$ cat config.mk
export PLATFORM = sky130hd
export DESIGN_NAME = des_key_sched_seq_flat
export DESIGN_NICKNAME = d
export VERILOG_FILES = /design/src/rtl/des_pkg.sv /design/src/rtl/des_key_sched_seq_if.sv /design/src/rtl/des_pc2.sv /design/src/rtl/des_key_sched_seq.sv /design/src/flat_wrapper.sv
export SDC_FILE = /design/constraint.sdc
export NUM_CORES = 1
export LEC_CHECK = 0
export BUFFER_PORTS_ARGS = -buffer_cell sky130_fd_sc_hd__buf_4
export CAP_MARGIN = 20
export CORE_UTILIZATION = 50
export DETAILED_ROUTE_END_ITERATION = 8
export MAX_ROUTING_LAYER = met4
export PLACE_DENSITY = 0.74
export SYNTH_ARGS = -nofsm -noshare
export SYNTH_HDL_FRONTEND = slang
export SYNTH_HIERARCHICAL = 1
export SYNTH_SLANG_ARGS = --single-unit
$ cat constraint.sdc
create_clock -name clk -period 4.5 [get_ports clk]
set_clock_uncertainty 0.1 [all_clocks]
set_input_delay 1.125 -clock clk [delete_from_list [all_inputs] [get_ports clk]]
set_output_delay 1.125 -clock clk [all_outputs]
set_load 0.05 [all_outputs]
$ cat src/rtl/des_pkg.sv
`default_nettype none
// ============================================================================
//  Module   : des_pkg
//  Purpose  : Shared constants, types and helpers for the DES key schedule.
//             Contains the DES sizes, the per-round shift amounts, the PC-2
//             index table, the schedule state enum and the weak-key constants.
//  Ports    : none (package)
//  Revision : 1.0 - initial release
// ============================================================================
package des_pkg;

   localparam int NUM_ROUNDS = 16;
   localparam int KEY_W      = 56;
   localparam int HALF_W     = 28;
   localparam int SUBKEY_W   = 48;
   localparam int RIDX_W     = 4;

   localparam logic [RIDX_W-1:0] LAST_IDX = RIDX_W'(NUM_ROUNDS - 1);

   // Left-rotation amount applied before round r (index r-1). Decrypt walks
   // the same table with right rotations; its first entry is forced to 0 so
   // the loaded key is already the round-16 C||D.
   localparam logic [1:0] SHIFT_AMT [NUM_ROUNDS] = '{
      2'd1, 2'd1, 2'd2, 2'd2, 2'd2, 2'd2, 2'd2, 2'd2,
      2'd1, 2'd2, 2'd2, 2'd2, 2'd2, 2'd2, 2'd2, 2'd1
   };

   // PC-2 selection, 1-based DES numbering into C||D (bit 1 = MSB).
   localparam int PC2_TAB [SUBKEY_W] = '{
      14, 17, 11, 24,  1,  5,  3, 28, 15,  6, 21, 10,
      23, 19, 12,  4, 26,  8, 16,  7, 27, 20, 13,  2,
      41, 52, 31, 37, 47, 55, 30, 40, 51, 45, 33, 48,
      44, 49, 39, 56, 34, 53, 46, 42, 50, 36, 29, 32
   };

   typedef enum logic [0:0] {
      IDLE = 1'b0,
      RUN  = 1'b1
   } state_t;

   localparam logic [KEY_W-1:0] WEAK_KEY_ZERO = 56'h00000000000000;
   localparam logic [KEY_W-1:0] WEAK_KEY_ONES = 56'hFFFFFFFFFFFFFF;
   localparam logic [KEY_W-1:0] WEAK_KEY_C0D1 = 56'h0000000FFFFFFF;
   localparam logic [KEY_W-1:0] WEAK_KEY_C1D0 = 56'hFFFFFFF0000000;

   function automatic logic [HALF_W-1:0] rotl28(input logic [HALF_W-1:0] x,
                                                input logic [1:0]        amt);
      case (amt)
         2'd1:    return {x[HALF_W-2:0], x[HALF_W-1]};
         2'd2:    return {x[HALF_W-3:0], x[HALF_W-1:HALF_W-2]};
         default: return x;
      endcase
   endfunction

   function automatic logic [HALF_W-1:0] rotr28(input logic [HALF_W-1:0] x,
                                                input logic [1:0]        amt);
      case (amt)
         2'd1:    return {x[0], x[HALF_W-1:1]};
         2'd2:    return {x[1:0], x[HALF_W-1:2]};
         default: return x;
      endcase
   endfunction

endpackage
`default_nettype wire

$ cat src/rtl/des_key_sched_seq_if.sv
`default_nettype none
// ============================================================================
//  Module   : des_key_sched_seq_if
//  Purpose  : Key-load and subkey-stream bundle of the sequential DES key
//             schedule.
//  Signals  : load/ready/key_in/decrypt   - key acceptance handshake
//             subkey_valid/subkey_ready    - subkey stream handshake
//             subkey/round_idx             - current subkey and its index
//             done/weak_key                - completion pulse, weak-key flag
//  Modports : master (key source / subkey consumer), slave (schedule)
//  Revision : 1.0 - initial release
// ============================================================================
interface des_key_sched_seq_if;

   logic                          load;
   logic                          ready;
   logic [des_pkg::KEY_W-1:0]     key_in;
   logic                          decrypt;
   logic                          subkey_valid;
   logic                          subkey_ready;
   logic [des_pkg::SUBKEY_W-1:0]  subkey;
   logic [des_pkg::RIDX_W-1:0]    round_idx;
   logic                          done;
   logic                          weak_key;

   modport master (
      output load, key_in, decrypt, subkey_ready,
      input  ready, subkey_valid, subkey, round_idx, done, weak_key
   );

   modport slave (
      input  load, key_in, decrypt, subkey_ready,
      output ready, subkey_valid, subkey, round_idx, done, weak_key
   );

endinterface
`default_nettype wire

$ cat src/rtl/des_pc2.sv
`default_nettype none
// ============================================================================
//  Module   : des_pc2
//  Purpose  : DES Permuted Choice 2, purely combinational 56 -> 48 bit
//             selection driven from the package table.
//  Ports    : i_cd     in  56  C||D, DES bit 1 = i_cd[55]
//             o_subkey out 48  PC-2 output, position 1 = o_subkey[47]
//  Revision : 1.0 - initial release
// ============================================================================
module des_pc2
   import des_pkg::*;
(
   input  logic [KEY_W-1:0]    i_cd,
   output logic [SUBKEY_W-1:0] o_subkey
);

   for (genvar i = 0; i < SUBKEY_W; i++) begin : g_bit
      assign o_subkey[SUBKEY_W-1-i] = i_cd[KEY_W - PC2_TAB[i]];
   end

   // PC-2 drops DES positions 9, 18, 22, 25, 35, 38, 43 and 54.
   logic w_unused_bits;
   assign w_unused_bits = ^{i_cd[47], i_cd[38], i_cd[34], i_cd[31],
                            i_cd[21], i_cd[18], i_cd[13], i_cd[2]};

endmodule
`default_nettype wire

$ cat src/rtl/des_key_sched_seq.sv
`default_nettype none
// ============================================================================
//  Module   : des_key_sched_seq
//  Purpose  : Sequential DES key schedule. Accepts a post-PC-1 56-bit key and
//             emits the 16 round subkeys one per handshake, in encrypt order
//             (K1..K16, left rotations) or decrypt order (K16..K1, right
//             rotations), keeping only the running C||D register.
//  Ports    : clk    in  1   rising-edge clock
//             rst_n  in  1   asynchronous active-low reset
//             bus    slave   des_key_sched_seq_if (load/ready/key_in/decrypt,
//                            subkey_valid/subkey_ready/subkey/round_idx,
//                            done, weak_key)
//  Options  : DES_WEAK_KEY_DET_EN - enables the registered weak-key flag;
//             when undefined weak_key is tied low.
//  Revision : 1.0 - initial release
// ============================================================================
module des_key_sched_seq
   import des_pkg::*;
(
   input  logic                clk,
   input  logic                rst_n,
   des_key_sched_seq_if.slave  bus
);

   state_t              r_state;
   state_t              w_state_nxt;
   logic [HALF_W-1:0]   r_c;
   logic [HALF_W-1:0]   r_d;
   logic [RIDX_W-1:0]   r_round;
   logic [RIDX_W-1:0]   w_round_nxt;
   logic                r_decrypt;
   logic                r_done;
   logic                w_ready;
   logic                w_valid;
   logic                w_accept;
   logic                w_step;
   logic                w_last_hs;
   logic [1:0]          w_amt;
   logic [KEY_W-1:0]    w_cd;

   // ------------------------------------------------------------------
   // FSM: state register
   // ------------------------------------------------------------------
   always_ff @(posedge clk or negedge rst_n) begin
      if (!rst_n) r_state <= IDLE;
      else        r_state <= w_state_nxt;
   end

   // ------------------------------------------------------------------
   // FSM: next state and handshake decode
   // ------------------------------------------------------------------
   always_comb begin
      w_state_nxt = r_state;
      w_ready     = 1'b0;
      w_valid     = 1'b0;
      w_accept    = 1'b0;
      w_step      = 1'b0;
      w_last_hs   = 1'b0;
      case (r_state)
         IDLE: begin
            w_ready = 1'b1;
            if (bus.load) begin
               w_accept    = 1'b1;
               w_state_nxt = RUN;
            end
         end
         RUN: begin
            w_valid = 1'b1;
            if (bus.subkey_ready) begin
               if (r_round == LAST_IDX) begin
                  w_last_hs   = 1'b1;
                  w_state_nxt = IDLE;
               end else begin
                  w_step = 1'b1;
               end
            end
         end
         default: w_state_nxt = IDLE;
      endcase
   end

   // Rotation for the round about to be presented.
   assign w_round_nxt = r_round + RIDX_W'(1);
   assign w_amt       = SHIFT_AMT[w_round_nxt];

   // ------------------------------------------------------------------
   // C/D datapath, round counter, done pulse
   // ------------------------------------------------------------------
   always_ff @(posedge clk or negedge rst_n) begin
      if (!rst_n) begin
         r_c       <= '0;
         r_d       <= '0;
         r_round   <= '0;
         r_decrypt <= 1'b0;
         r_done    <= 1'b0;
      end else begin
         r_done <= w_last_hs;
         if (w_accept) begin
            r_decrypt <= bus.decrypt;
            r_round   <= '0;
            // Decrypt starts from the untouched key: 28 total rotations make
            // it equal to the round-16 C||D.
            if (bus.decrypt) begin
               r_c <= bus.key_in[KEY_W-1:HALF_W];
               r_d <= bus.key_in[HALF_W-1:0];
            end else begin
               r_c <= rotl28(bus.key_in[KEY_W-1:HALF_W], SHIFT_AMT[0]);
               r_d <= rotl28(bus.key_in[HALF_W-1:0],     SHIFT_AMT[0]);
            end
         end else if (w_step) begin
            r_round <= w_round_nxt;
            if (r_decrypt) begin
               r_c <= rotr28(r_c, w_amt);
               r_d <= rotr28(r_d, w_amt);
            end else begin
               r_c <= rotl28(r_c, w_amt);
               r_d <= rotl28(r_d, w_amt);
            end
         end
      end
   end

   // ------------------------------------------------------------------
   // Subkey: PC-2 of the C/D flops only
   // ------------------------------------------------------------------
   assign w_cd = {r_c, r_d};

   des_pc2 u_pc2 (
      .i_cd     (w_cd),
      .o_subkey (bus.subkey)
   );

   assign bus.ready        = w_ready;
   assign bus.subkey_valid = w_valid;
   assign bus.round_idx    = r_round;
   assign bus.done         = r_done;

   // ------------------------------------------------------------------
   // Weak-key flag
   // ------------------------------------------------------------------
`ifdef DES_WEAK_KEY_DET_EN
   logic r_weak;
   logic w_is_weak;

   assign w_is_weak = (bus.key_in == WEAK_KEY_ZERO) ||
                      (bus.key_in == WEAK_KEY_ONES) ||
                      (bus.key_in == WEAK_KEY_C0D1) ||
                      (bus.key_in == WEAK_KEY_C1D0);

   always_ff @(posedge clk or negedge rst_n) begin
      if (!rst_n)        r_weak <= 1'b0;
      else if (w_accept) r_weak <= w_is_weak;
   end

   assign bus.weak_key = r_weak;
`else
   assign bus.weak_key = 1'b0;
`endif

endmodule
`default_nettype wire

$ cat src/flat_wrapper.sv
// flat-port wrapper written by rule: the top's interface ports become plain ports
module des_key_sched_seq_flat import des_pkg::*;
  (clk, rst_n, bus_load, bus_key_in, bus_decrypt, bus_subkey_ready, bus_ready, bus_subkey_valid, bus_subkey, bus_round_idx, bus_done, bus_weak_key);
  des_key_sched_seq_if bus_i ();
  input  logic clk;
  input  logic rst_n;
  input wire logic [$bits(bus_i.load)-1:0] bus_load;
  input wire logic [$bits(bus_i.key_in)-1:0] bus_key_in;
  input wire logic [$bits(bus_i.decrypt)-1:0] bus_decrypt;
  input wire logic [$bits(bus_i.subkey_ready)-1:0] bus_subkey_ready;
  output wire logic [$bits(bus_i.ready)-1:0] bus_ready;
  output wire logic [$bits(bus_i.subkey_valid)-1:0] bus_subkey_valid;
  output wire logic [$bits(bus_i.subkey)-1:0] bus_subkey;
  output wire logic [$bits(bus_i.round_idx)-1:0] bus_round_idx;
  output wire logic [$bits(bus_i.done)-1:0] bus_done;
  output wire logic [$bits(bus_i.weak_key)-1:0] bus_weak_key;
  assign bus_i.load = bus_load;
  assign bus_i.key_in = bus_key_in;
  assign bus_i.decrypt = bus_decrypt;
  assign bus_i.subkey_ready = bus_subkey_ready;
  assign bus_ready = bus_i.ready;
  assign bus_subkey_valid = bus_i.subkey_valid;
  assign bus_subkey = bus_i.subkey;
  assign bus_round_idx = bus_i.round_idx;
  assign bus_done = bus_i.done;
  assign bus_weak_key = bus_i.weak_key;
  des_key_sched_seq u_core (.clk(clk), .rst_n(rst_n), .bus(bus_i));
endmodule
* Word level (Yosys, flattened, before mapping)
Memory sizes are Yosys's and may differ from the RTL's.
Cells that the tools add are included.
** Word-level totals
- Register bits after elaboration :: 63
- ROM bits :: 32
- Bits of input ports :: 61
- Output and inout bits :: 56
- Word-level logic and storage cells :: 45
- Memories kept :: 1
** Memory list
- (no name shown) :: words 16, width 2, rd ports 1, clocked after Yosys merged registers in 0, write ports 0, RTL line des_key_sched_seq.sv:84 : assign w_amt = SHIFT_AMT[w_round_nxt];
** Operators by class
- $add $sub $neg :: 1
- Magnitude comparators :: 1
- Eq/ne operators :: 3
- Mux-type cells :: 28
- Bitwise operators :: 2
- Reductions and logical operators :: 3
** Operators by type and width (number)
- 28-bit 2-to-1 mux :: 8
- 28-bit one-hot mux with 2 select lines :: 4
- 1-bit 2-to-1 mux :: 11
- 4-bit 2-to-1 mux :: 2
- 5-bit greater-or-equal comparator, second input constant :: 1
- 4-bit inverter with 5-bit output :: 1
- 4-bit by 1-bit adder with 4-bit output, second input constant :: 1
- 4-bit == test, second input constant :: 1
- 2-bit 2-to-1 mux :: 2
- 3-bit nonzero test :: 1
- 2-bit by 1-bit == test with 1-bit output, second input constant :: 1
- 2-bit == test, second input constant :: 1
- 1-bit one-hot mux with 2 select lines :: 1
- 2-bit AND reduction :: 1
- 2-bit nonzero test :: 1
- 1-bit inverter :: 1

* Longest topological paths before layout
Gate-level depths: netlist of the first run.
- Word-level depth :: 10
- Mapped depth :: 9
- Gate-level depth less buffers :: 8

* Modules after synthesis
The synthesis of the first run kept the hierarchy.
** By module, submodules not included
- des_key_sched_seq :: instances 1, cells an instance 594, area each 5335.1 um2, sequential area each 1576.5 um2
- des_pc2 :: instances 1, cells an instance 48, area each 360.3 um2, sequential area each 0.0 um2

* Worst setup path before layout of the first run
No wires, ideal clock.
- Path type :: input-to-reg
- Start :: in bus_load
- End :: reg u_core.r_c[1]
- Setup time :: 0.126 ns
- Data arrival time :: 2.410 ns
- Data required time :: 4.274 ns
- Setup slack :: 1.864 ns
- Stages on the path :: 6
- Buffers on the path :: 1
- Cells stage by stage :: nor2b_1 -> buf_2 -> nor2_1 -> a22oi_1 -> nor2_1 -> o32a_1
** Between the ends
- Cells in the longest elaborated chain, start to end :: 4
- Elaborated cells between the ends (all ways) :: 6
- Those cells by class :: 3 x mux; 3 x reduce/logical
** RTL lines
- start, declared :: RTL line flat_wrapper.sv:7 : input wire logic [$bits(bus_i.load)-1:0] bus_load;
- 1-bit 2-to-1 mux (*) :: RTL line des_key_sched_seq.sv:62 : if (bus.load) begin
- 1-bit 2-to-1 mux (*) :: RTL line des_key_sched_seq.sv:59 : case (r_state)
- 3-bit nonzero test (no source line) / 2-bit nonzero test (equally long branches)
- 2-bit AND reduction (no source line)
- end signal, assigned :: RTL line des_key_sched_seq.sv:104 : r_c <= bus.key_in[KEY_W-1:HALF_W];
- end signal, assigned :: RTL line des_key_sched_seq.sv:107 : r_c <= rotl28(bus.key_in[KEY_W-1:HALF_W], SHIFT_AMT[0]);
- end signal, assigned :: RTL line des_key_sched_seq.sv:113 : r_c <= rotr28(r_c, w_amt);
- end, declared :: RTL line des_key_sched_seq.sv:27 : logic [HALF_W-1:0] r_c;
Every way passes the cells marked *; elsewhere a longest branch is shown, timed or not.
A chain may end at the register's enable or synchronous reset.

* Final worst setup path of the first run
- Start :: reg u_core.r_round[0] (netlist: u_core/bus.round_idx[0])
- End :: reg u_core.r_c[7]
** Between the ends
- Cells in the longest elaborated chain, start to end :: 10
- Elaborated cells between the ends (all ways) :: 19
- Those cells by class :: 1 x add/sub; 3 x eq/ne; 10 x mux; 1 x bitwise; 3 x reduce/logical; 1 x memory
** RTL lines
- start, declared :: RTL line des_key_sched_seq.sv:29 : logic [RIDX_W-1:0] r_round;
- start signal, assigned :: RTL line des_key_sched_seq.sv:111 : r_round <= w_round_nxt;
- 4-bit by 1-bit adder with 4-bit output :: RTL line des_key_sched_seq.sv:83 : assign w_round_nxt = r_round + RIDX_W'(1);
- 4-bit inverter with 5-bit output (not written as such) :: RTL line des_key_sched_seq.sv:84
- memory 16 x 2 bit
- 2-bit 2-to-1 mux (not written as such) (2 in a row) :: RTL line des_key_sched_seq.sv:84
- 2-bit == test / 2-bit by 1-bit == test with 1-bit output (equally long branches) :: RTL line des_pkg.sv:48, des_pkg.sv:57
- 28-bit one-hot mux with 2 select lines, on equally long branches :: RTL line des_pkg.sv:48, des_pkg.sv:57
- 28-bit 2-to-1 mux :: RTL line des_key_sched_seq.sv:112 : if (r_decrypt) begin
- 28-bit 2-to-1 mux :: RTL line des_key_sched_seq.sv:110 : end else if (w_step) begin
- 28-bit 2-to-1 mux :: RTL line des_key_sched_seq.sv:98 : if (w_accept) begin
- end signal, assigned :: RTL line des_key_sched_seq.sv:104
- end signal, assigned :: RTL line des_key_sched_seq.sv:113
- end signal, assigned :: RTL line des_key_sched_seq.sv:116 : r_c <= rotl28(r_c, w_amt);
Several ways; a longest one is shown, not always the timed one. The select of a mux whose other input is x is not followed.

==> flow_summary.json, run 1 <==
{
  "outcome": "finished, final reports clean",
  "core_area_um2": 11000,
  "rr_startpoint": "u_core/bus.round_idx[0]$_DFFE_PN0P_",
  "fin_setup_tns_ps": 0,
  "holdPathEnd": "u_core/r_d[2]$_DFFE_PN0P_",
  "netlist_area_um2": 5700,
  "path_class": "register to register",
  "startpoint_type": "register",
  "cts_made_buffers": 9,
  "grt.overflow.total": 0,
  "clkTransAtPathRegs_ps": 60,
  "crit_arrival_ps": 3590,
  "dieWidth_um": 109,
  "min_from": "u_core/r_d[2]$_DFFE_PN0P_",
  "numClockSinks": 63,
  "grt_max_degree": 64,
  "hpwlAfterDp_um": 11300,
  "placed_cell_area_um2": 6210,
  "r2r_slack_ps": 1070,
  "final_nets": 737,
  "required_ps": 4660,
  "place.gp.congestion": 0.907,
  "fin_area_um2": 6540,
  "synthTopCellsByCount": "63 x dfrtp_1, 60 x nand3_1, 54 x buf_4, 50 x mux2i_1",
  "finalMaxSlewViolations": 0,
  "synth_ff_type": "dfrtp_1",
  "dpl_worst_slack_ps": 1220,
  "path_max_fanout": 25,
  "ant_nets": 0,
  "hold_depth": 1,
  "power_mw": 6.05,
  "grt.total_usage": 0.312,
  "reg2reg_depth": 6,
  "worstMarginPinSlew_ps": 1180,
  "drc": 0,
  "antenna_cells": 0,
  "cts_tree": "yes",
  "hold_viol": 0,
  "power_density_nw_per_um2": 926,
  "synth_top_area_frac": 0.277,
  "synth_warnings": 6,
  "grt_pass1_vias": 5427,
  "irDropWorstVdd_mv": 0.548,
  "grt_pass1_wl_um": 28200,
  "synth-edff-count": 0,
  "start_util": 0.519,
  "min_period_over_period": 0.762,
  "hold_buffers": 0,
  "vias_per_cell": 6.72,
  "avgSynthCellArea_um2": 8.87,
  "yosysMostFrequentCell": "dfrtp_1",
  "routedWlPerCell_um": 21.5,
  "root_buffer": "clkbuf_16",
  "routed-via-count": 5507,
  "syn2layout_area_growth_pct": 14.7,
  "synth.area.top_cells": "dfrtp_1 28%, mux2i_1 8.8%, mux2_2 8.7%",
  "worst_hold_path_type": "register to register",
  "clkLatencyLatePin_ps": 330,
  "portBuffers": 115,
  "fmax_ghz": 0.292,
  "clockBufferDepth": 2,
  "first_pass_iters": 5,
  "maxCapViolCount": 0,
  "setup_violations": 0,
  "synth_fp_nets": 705,
  "r2r-end": "u_core/r_c[7]$_DFFE_PN0P_",
  "slew_headroom": 0.209,
  "stdcell_count": 819,
  "ios": 117,
  "setup_ws_ps": 1070,
  "drive_gt1_frac": 0.324,
  "leakage_nw": 2.71,
  "postCtsSetupBuffers": 0,
  "ys_ff_latch": 63,
  "synth_area_leader_cell": "dfrtp_1",
  "syn-instance-count": 642,
  "drt_iter0_markers": 656,
  "synthArstFlopShare": 1.00,
  "yosysSeqAreaShare": 0.277,
  "cts_resized": 0,
  "wl_um": 17600,
  "dp.cells": 803,
  "worstSetupEndpointType": "register",
  "antenna_found_initial": 0,
  "synth.distinct_cells": 50,
  "rsz0062_at_grt": "false",
  "h-tree-depth": 3,
  "fin_crit_ps": 3430,
  "rows": 38,
  "die_h_um": 109,
  "die-area_um2": 11800
}
-- final cells by class --
cell class | count | area [um2]
fill | 972 | 4450
multi-input combinational | 464 | 3460
sequential | 63 | 1580
timing repair buffer | 130 | 973
clock buffer | 11 | 243
tap | 140 | 175
clock inverter | 5 | 81.3
inverter | 6 | 22.5
-- placed cells by master (no fill, tap or decap), types with 3 or more instances in the layout --
cell type  count
o21ai_0       21
a211oi_1       5
clkbuf_16      9
and2_1         3
o22a_1        13
mux2_2        44
nor3_1         3
a211o_1        6
o221ai_1      13
a22o_1        13
nor2b_1        5
nand2_1       30
buf_4        129
nand2b_1      11
a221oi_1       9
nor2_1        43
a31oi_1       29
o32a_1        14
dfrtp_1       62
inv_1          6
a21oi_1       31
mux2i_1       50
a221oi_2      20
nand3_1       60
a22oi_1       10
-- power by group --
part / switching (mW) / internal [mW] / total, mW
registers: 0.599 / 0.854 / 1.45
clock network: 0.268 / 0.500 / 0.768
logic: 2.38 / 1.45 / 3.83
total: 3.25 / 2.80 / 6.05
-- worst max path at each step --
stage                                                   start                          to  slack, ps  cells after the start
after global placement                               bus_load   u_core/r_d[6]$_DFFE_PN0P_       1240                      6
final                     u_core/bus.round_idx[0]$_DFFE_PN0P_   u_core/r_c[7]$_DFFE_PN0P_       1070                      6
after detailed placement  u_core/bus.round_idx[0]$_DFFE_PN0P_  u_core/r_c[17]$_DFFE_PN0P_       1220                      6
after floorplan                                      bus_load   u_core/r_c[1]$_DFFE_PN0P_       1860                      6
after CTS                 u_core/bus.round_idx[0]$_DFFE_PN0P_  u_core/r_c[17]$_DFFE_PN0P_       1190                      6
after global routing      u_core/bus.round_idx[0]$_DFFE_PN0P_  u_core/r_c[11]$_DFFE_PN0P_        940                      7
-- sequential cells by signal (all words and copies together) (netlist names) --
| register | flops |
|---|---|
| u_core/r_state | 1 |
| u_core/bus.done | 1 |
| u_core/r_decrypt | 1 |
| u_core/r_c | 28 |
| u_core/r_d | 28 |
| u_core/bus.round_idx | 4 |
-- metal layers --
layer | share of wire | track usage | vias to the layer above
met3 | 0.088 | 0.0484 | 51
met4 | 0.027 | 0.149 | 0
li1 | - | - | 2472
met5 | 0 | - | -
met1 | 0.42 | 0.424 | 2624
met2 | 0.46 | 0.453 | 360
-- stage by stage --
| step | hold WS (ps) | utilization |
|---|---|---|
| final | 471 | 0.595 |
| after global placement | 435 | 0.565 |
| after global routing | 500 | 0.595 |
| after floorplan | 401 | - |
| after CTS | 463 | 0.595 |
| after detailed placement | 450 | 0.566 |
-- critical path, stage by stage (launching register included) --
cell and delay [ps]:
dfrtp_1 460, ha_1 320, o2111a_2 390, a211oi_4 910, nand2_2 610, o221ai_1 360
o22a_1 180
-- cell families (layout without fill, tap and decap cells) --
| kind of cell | Yosys count | count (layout) | synth area share |
|---|---|---|---|
| other | 1 | 1 | 0.000658 |
| AO/OA/AOI/OAI | 200 | 200 | 0.284 |
| buffers and inverters | 115 | 152 | 0.119 |
| flip-flops | 63 | 63 | 0.277 |
| adder cells (fa/ha/maj) | 2 | 2 | 0.00439 |
| AND/OR/NAND/NOR | 166 | 166 | 0.139 |
| XOR/XNOR | 1 | 1 | 0.00154 |
| multiplexers | 94 | 94 | 0.175 |
Power figures use the tool's default switching activity.
==> inputs of run 2 (changes only) <==
--- a/config.mk
+++ b/config.mk
@@ -5,12 +5,13 @@
 export SDC_FILE = /design/constraint.sdc
 export NUM_CORES = 1
 export LEC_CHECK = 0
+export ABC_AREA = 1
 export BUFFER_PORTS_ARGS = -buffer_cell sky130_fd_sc_hd__buf_4
 export CAP_MARGIN = 20
 export CORE_UTILIZATION = 50
 export DETAILED_ROUTE_END_ITERATION = 8
 export MAX_ROUTING_LAYER = met4
-export PLACE_DENSITY = 0.74
+export PLACE_DENSITY = 0.76
 export SYNTH_ARGS = -nofsm -noshare
 export SYNTH_HDL_FRONTEND = slang
 export SYNTH_HIERARCHICAL = 1
==> constraint.sdc (replaced) <==
create_clock -name clk -period 3.1 [get_ports clk]
set_clock_uncertainty 0.1 [all_clocks]
set_input_delay 0.775 -clock clk [delete_from_list [all_inputs] [get_ports clk]]
set_output_delay 0.775 -clock clk [all_outputs]
set_load 0.05 [all_outputs]
==> flow_summary.json, run 2 <==
{
  "h-tree-depth": 3,
  "synth.distinct_cells": 25,
  "final_common_cell": "nand2_1",
  "numClockSinks": 63,
  "synth_area_leader_cell": "dfrtp_1",
  "drc": 0,
  "rsz0062_at_grt": "false",
  "synthTopCellsByCount": "306 x nand2_1, 120 x inv_1, 118 x nand3_1, 103 x o21ai_0, 63 x dfrtp_1",
  "ys_ff_latch": 63,
  "start_util": 0.514,
  "rr_startpoint": "u_core/bus.round_idx[0]$_DFFE_PN0P_",
  "fin_util": 0.575,
  "die-area_um2": 12800,
  "hpwlAfterDp_um": 10500,
  "grt_pass1_wl_um": 27600,
  "fill_cells": 1226,
  "synth_ff_type": "dfrtp_1",
  "netlist_area_um2": 6170,
  "syn-instance-count": 1009,
  "core_area_um2": 12000,
  "synthArstFlopShare": 1.00,
  "antenna_found_initial": 0,
  "clkTransAtPathRegs_ps": 50,
  "cp-startpoint": "u_core/bus.round_idx[0]$_DFFE_PN0P_",
  "yosysMostFrequentCell": "nand2_1",
  "first_pass_iters": 7,
  "hold_viol": 0,
  "synth_warnings": 6,
  "vias_per_cell": 5.31,
  "postCtsSetupBuffers": 0,
  "die_h_um": 113,
  "synth-edff-count": 0,
  "dieWidth_um": 113,
  "synth_fp_nets": 1072,
  "regArea_um2": 1580,
  "clockBufferDepth": 2,
  "root_buffer": "clkbuf_16",
  "synth.area.top_cells": "dfrtp_1 26%, nand2_1 19%, nand3_1 9.6%",
  "cts_resized": 0,
  "final_nets": 1098,
  "multi_input_area_um2": 3410,
  "fin_crit_ps": 2670,
  "final_cell_mix": "306 x nand2_1, 123 x buf_4, 120 x inv_1",
  "grt_max_degree": 116,
  "fmax_ghz": 0.375,
  "wl_um": 15900,
  "routed-via-count": 6299,
  "grt.total_usage": 0.269,
  "slew_headroom": 0.443,
  "yosysSeqAreaShare": 0.256,
  "worstSetupEndpointType": "register",
  "crit_arrival_ps": 2800,
  "r2r_slack_ps": 430,
  "grt.overflow.total": 0,
  "min_period_over_period": 0.861,
  "drive_gt1_frac": 0.219,
  "place.gp.congestion": 0.866,
  "hold_buffers": 0,
  "drt_iter0_markers": 472,
  "setup_violations": 0,
  "fin_setup_tns_ps": 0,
  "outcome": "finished, final reports clean",
  "synth_top_area_frac": 0.256,
  "cts_made_buffers": 9,
  "routedWlPerCell_um": 13.4,
  "endpoint": "u_core/r_c[12]$_DFFE_PN0P_",
  "portBuffers": 115,
  "worst_hold_path_type": "input port to async pin",
  "hold_slack_ps": 447,
  "finalMaxSlewViolations": 0,
  "path_max_fanout": 22,
  "worstMarginPinSlew_ps": 833,
  "ant_nets": 0,
  "required_ps": 3230,
  "r2r-end": "u_core/r_c[12]$_DFFE_PN0P_",
  "ios": 117,
  "syn2layout_area_growth_pct": 11.9,
  "cts_tree": "yes",
  "clkLatencyLatePin_ps": 330,
  "grt_pass1_vias": 5958,
  "maxCapViolCount": 0,
  "reg2reg_depth": 13,
  "startpoint_type": "register",
  "avgSynthCellArea_um2": 6.11,
  "path_class": "register to register",
  "rows": 40,
  "antenna_cells": 0
}
run 2: logic make-up (layout without fill, tap and decap cells):
group           count (synthesis)  count (layout)  share of synthesized area
simple gates                  590             590                      0.451
buf+inv                       236             267                      0.193
compound gates                117             117                     0.0953
flops                          63              63                      0.256
fa+ha+maj                       2               2                    0.00406
other cells                     1               1                   0.000608
run 2: worst min-delay path by stage:
stage	startpoint	to	slack (ps)	cells past startpoint
2_1_floorplan	rst_n	u_core/bus.done$_DFF_PN0_	380	0
3_3_place_gp	u_core/r_d[13]$_DFFE_PN0P_	u_core/r_d[13]$_DFFE_PN0P_	470	3
3_5_place_dp	u_core/r_d[13]$_DFFE_PN0P_	u_core/r_d[13]$_DFFE_PN0P_	470	3
4_1_cts	rst_n	u_core/r_c[21]$_DFFE_PN0P_	480	1
5_1_grt	u_core/r_d[18]$_DFFE_PN0P_	u_core/r_d[18]$_DFFE_PN0P_	520	3
6_report	rst_n	u_core/r_c[21]$_DFFE_PN0P_	450	1
run 2: final cells by class:
class,count,share of cell area
clock buffers,11,0.0337
clock inverters,5,0.00363
inverters,124,0.0674
multi-input cells,710,0.495
flip-flops and latches,63,0.228
well taps,147,0.0266
repair buffers,127,0.145
run 2: through the flow:
step | std cells | worst slack [ps] | instance area (um2)
finish | 1187 | 431 | 6900
detailed placement | 1171 | 479 | 6640
floorplan | 1009 | 924 | 6170
global route | 1187 | 210 | 6900
global placement | 1171 | 476 | 6640
CTS | 1187 | 462 | 6900
run 2: critical path: stages (launching register included):
cell and delay (ps):
dfrtp_1 460, ha_1 260, inv_1 60, nand2_1 50, nand2_1 80, nand2_1 90
nand2_2 420, nand2_1 510, nand2_1 240, nand2_1 70, nand2_1 60, nand3_1 70
nand2_1 60, inv_1 40
run 2: routing by layer:
metal,global-route usage,routed length (um),vias up
met5,-,0,-
met4,0.0939,310,0
met3,0.0348,844,24
met2,0.423,7330,214
met1,0.358,7470,2911
li1,-,-,3150
Power of run 2 is left out: the tool's default activity adds up to more than one toggle a clock period on the data nets, which glitch-free logic cannot reach.
==> inputs of run 3 (changes only) <==
--- a/config.mk
+++ b/config.mk
@@ -6,12 +6,12 @@
 export NUM_CORES = 1
 export LEC_CHECK = 0
 export ABC_AREA = 1
-export BUFFER_PORTS_ARGS = -buffer_cell sky130_fd_sc_hd__buf_4
+export BUFFER_PORTS_ARGS = -buffer_cell sky130_fd_sc_hd__buf_2
 export CAP_MARGIN = 20
 export CORE_UTILIZATION = 50
 export DETAILED_ROUTE_END_ITERATION = 8
 export MAX_ROUTING_LAYER = met4
-export PLACE_DENSITY = 0.76
+export PLACE_DENSITY = 0.73
 export SYNTH_ARGS = -nofsm -noshare
 export SYNTH_HDL_FRONTEND = slang
 export SYNTH_HIERARCHICAL = 1
==> constraint.sdc (replaced) <==
create_clock -name clk -period 2.9 [get_ports clk]
set_clock_uncertainty 0.1 [all_clocks]
set_input_delay 0.725 -clock clk [delete_from_list [all_inputs] [get_ports clk]]
set_output_delay 0.725 -clock clk [all_outputs]
set_load 0.05 [all_outputs]
==> flow_summary.json, run 3 (same netlist as run 2, synthesis figures left out) <==
{
  "fmax_ghz": 0.415,
  "worst_hold_path_type": "input port to async pin",
  "start_util": 0.514,
  "path_class": "register to register",
  "required_ps": 3030,
  "grt.overflow.total": 0,
  "die_h_um": 113,
  "worstSetupEndpointType": "register",
  "final_cell_mix": "306 x nand2_1, 120 x inv_1, 118 x nand3_1",
  "outcome": "finished, final reports clean",
  "drc": 0,
  "first_pass_iters": 6,
  "portBuffers": 115,
  "h-tree-depth": 3,
  "die-area_um2": 12800,
  "min_period_over_period": 0.830,
  "wl_um": 15800,
  "fin_setup_tns_ps": 0,
  "maxCapViolCount": 0,
  "setup_violations": 0,
  "grt_pass1_vias": 5386,
  "fill_cells": 1241,
  "syn2layout_area_growth_pct": 8.95,
  "ios": 117,
  "final_common_cell": "nand2_1",
  "clkLatencyLatePin_ps": 330,
  "use_met2": 0.388,
  "cts_made_buffers": 9,
  "ant_nets": 0,
  "hpwlAfterDp_um": 10800,
  "numClockSinks": 63,
  "final_nets": 1106,
  "hold_buffers": 0,
  "routedWlPerCell_um": 13.2,
  "slew_headroom": 0.591,
  "dieWidth_um": 113,
  "antenna_cells": 0,
  "place.gp.congestion": 0.869,
  "crit_arrival_ps": 2530,
  "clkTransAtPathRegs_ps": 50,
  "hold_viol": 0,
  "clockBufferDepth": 2,
  "drt_iter0_markers": 448,
  "antenna_found_initial": 0,
  "finalMaxSlewViolations": 0,
  "grt_max_degree": 116,
  "vias_per_cell": 5.19,
  "cts_resized": 0,
  "rows": 40,
  "worstMarginPinSlew_ps": 614,
  "postCtsSetupBuffers": 0,
  "grt.total_usage": 0.265,
  "grt_pass1_wl_um": 26700,
  "routed-via-count": 6206,
  "drive_gt1_frac": 0.225,
  "fin_crit_ps": 2410,
  "startpoint_type": "register",
  "rsz0062_at_grt": "false",
  "root_buffer": "clkbuf_16",
  "gr-usage-met1": 0.380,
  "cts_tree": "yes",
  "grt.met3_usage": 0.0370,
  "busiest_layer": "met2",
  "path_max_fanout": 16,
  "core_area_um2": 12000
}
[run 3: cell count changes in the layout (fill, tap and decap cells not counted), sizes merged]
cell / change
buf: +8
bufinv: +1
clkbuf: +1
clkinv: -2
[run 3: through the flow]
stage | instances | cell area, um2 | hold slack (ps) | setup WS, ps | util
after global placement | 1179 | 6430 | 471 | 575 | 0.535
after detailed placement | 1179 | 6430 | 478 | 524 | 0.535
after CTS | 1195 | 6720 | 327 | 509 | 0.559
final | 1195 | 6720 | 304 | 493 | 0.559
after global routing | 1195 | 6720 | 355 | 207 | 0.559
after floorplan | 1009 | 6170 | 329 | 724 | -
[run 3: worst paths after layout]
path	from	endpoint	slack, ps	cells past startpoint
setup / recovery	u_core/bus.round_idx[0]$_DFFE_PN0P_	u_core/r_c[24]$_DFFE_PN0P_	490	13
max in group asynchronous	rst_n	u_core/r_decrypt$_DFFE_PN0N_	1810	2
min in group clk	u_core/r_d[13]$_DFFE_PN0P_	u_core/r_d[13]$_DFFE_PN0P_	490	3
hold / removal	rst_n	u_core/r_c[20]$_DFFE_PN0P_	300	1
setup reg to reg	u_core/bus.round_idx[0]$_DFFE_PN0P_	u_core/r_c[24]$_DFFE_PN0P_	490	13
hold reg to reg	u_core/r_d[13]$_DFFE_PN0P_	u_core/r_d[13]$_DFFE_PN0P_	490	3
[run 3: worst max-delay path, stage by stage, from the launching register on]
cell     delay, ps
dfrtp_1        450
ha_1           260
inv_1           60
nand2_1         60
nand2_1         70
nand2_1         80
nand2_2        290
nand2_1        430
nand2_1        230
nand2_1         70
nand2_1         60
nand3_1         70
nand2_1         60
inv_1           30
[run 3: routing by layer]
layer	vias up	share of wire
met1	2746	0.47
met5	-	0
met2	248	0.44
li1	3184	-
met4	0	0.016
met3	28	0.073
[run 3: layout make-up]
cell class                 instances  area, um2  share of cell area
inverter                         124        465              0.0693
clock inverter                     4       45.0             0.00670
sequential                        63       1580               0.235
multi-input combinational        710       3410               0.508
timing repair buffer             135        788               0.117
clock buffer                      12        246              0.0367
tap                              147        184              0.0274
Power of run 3 is left out for the same reason.
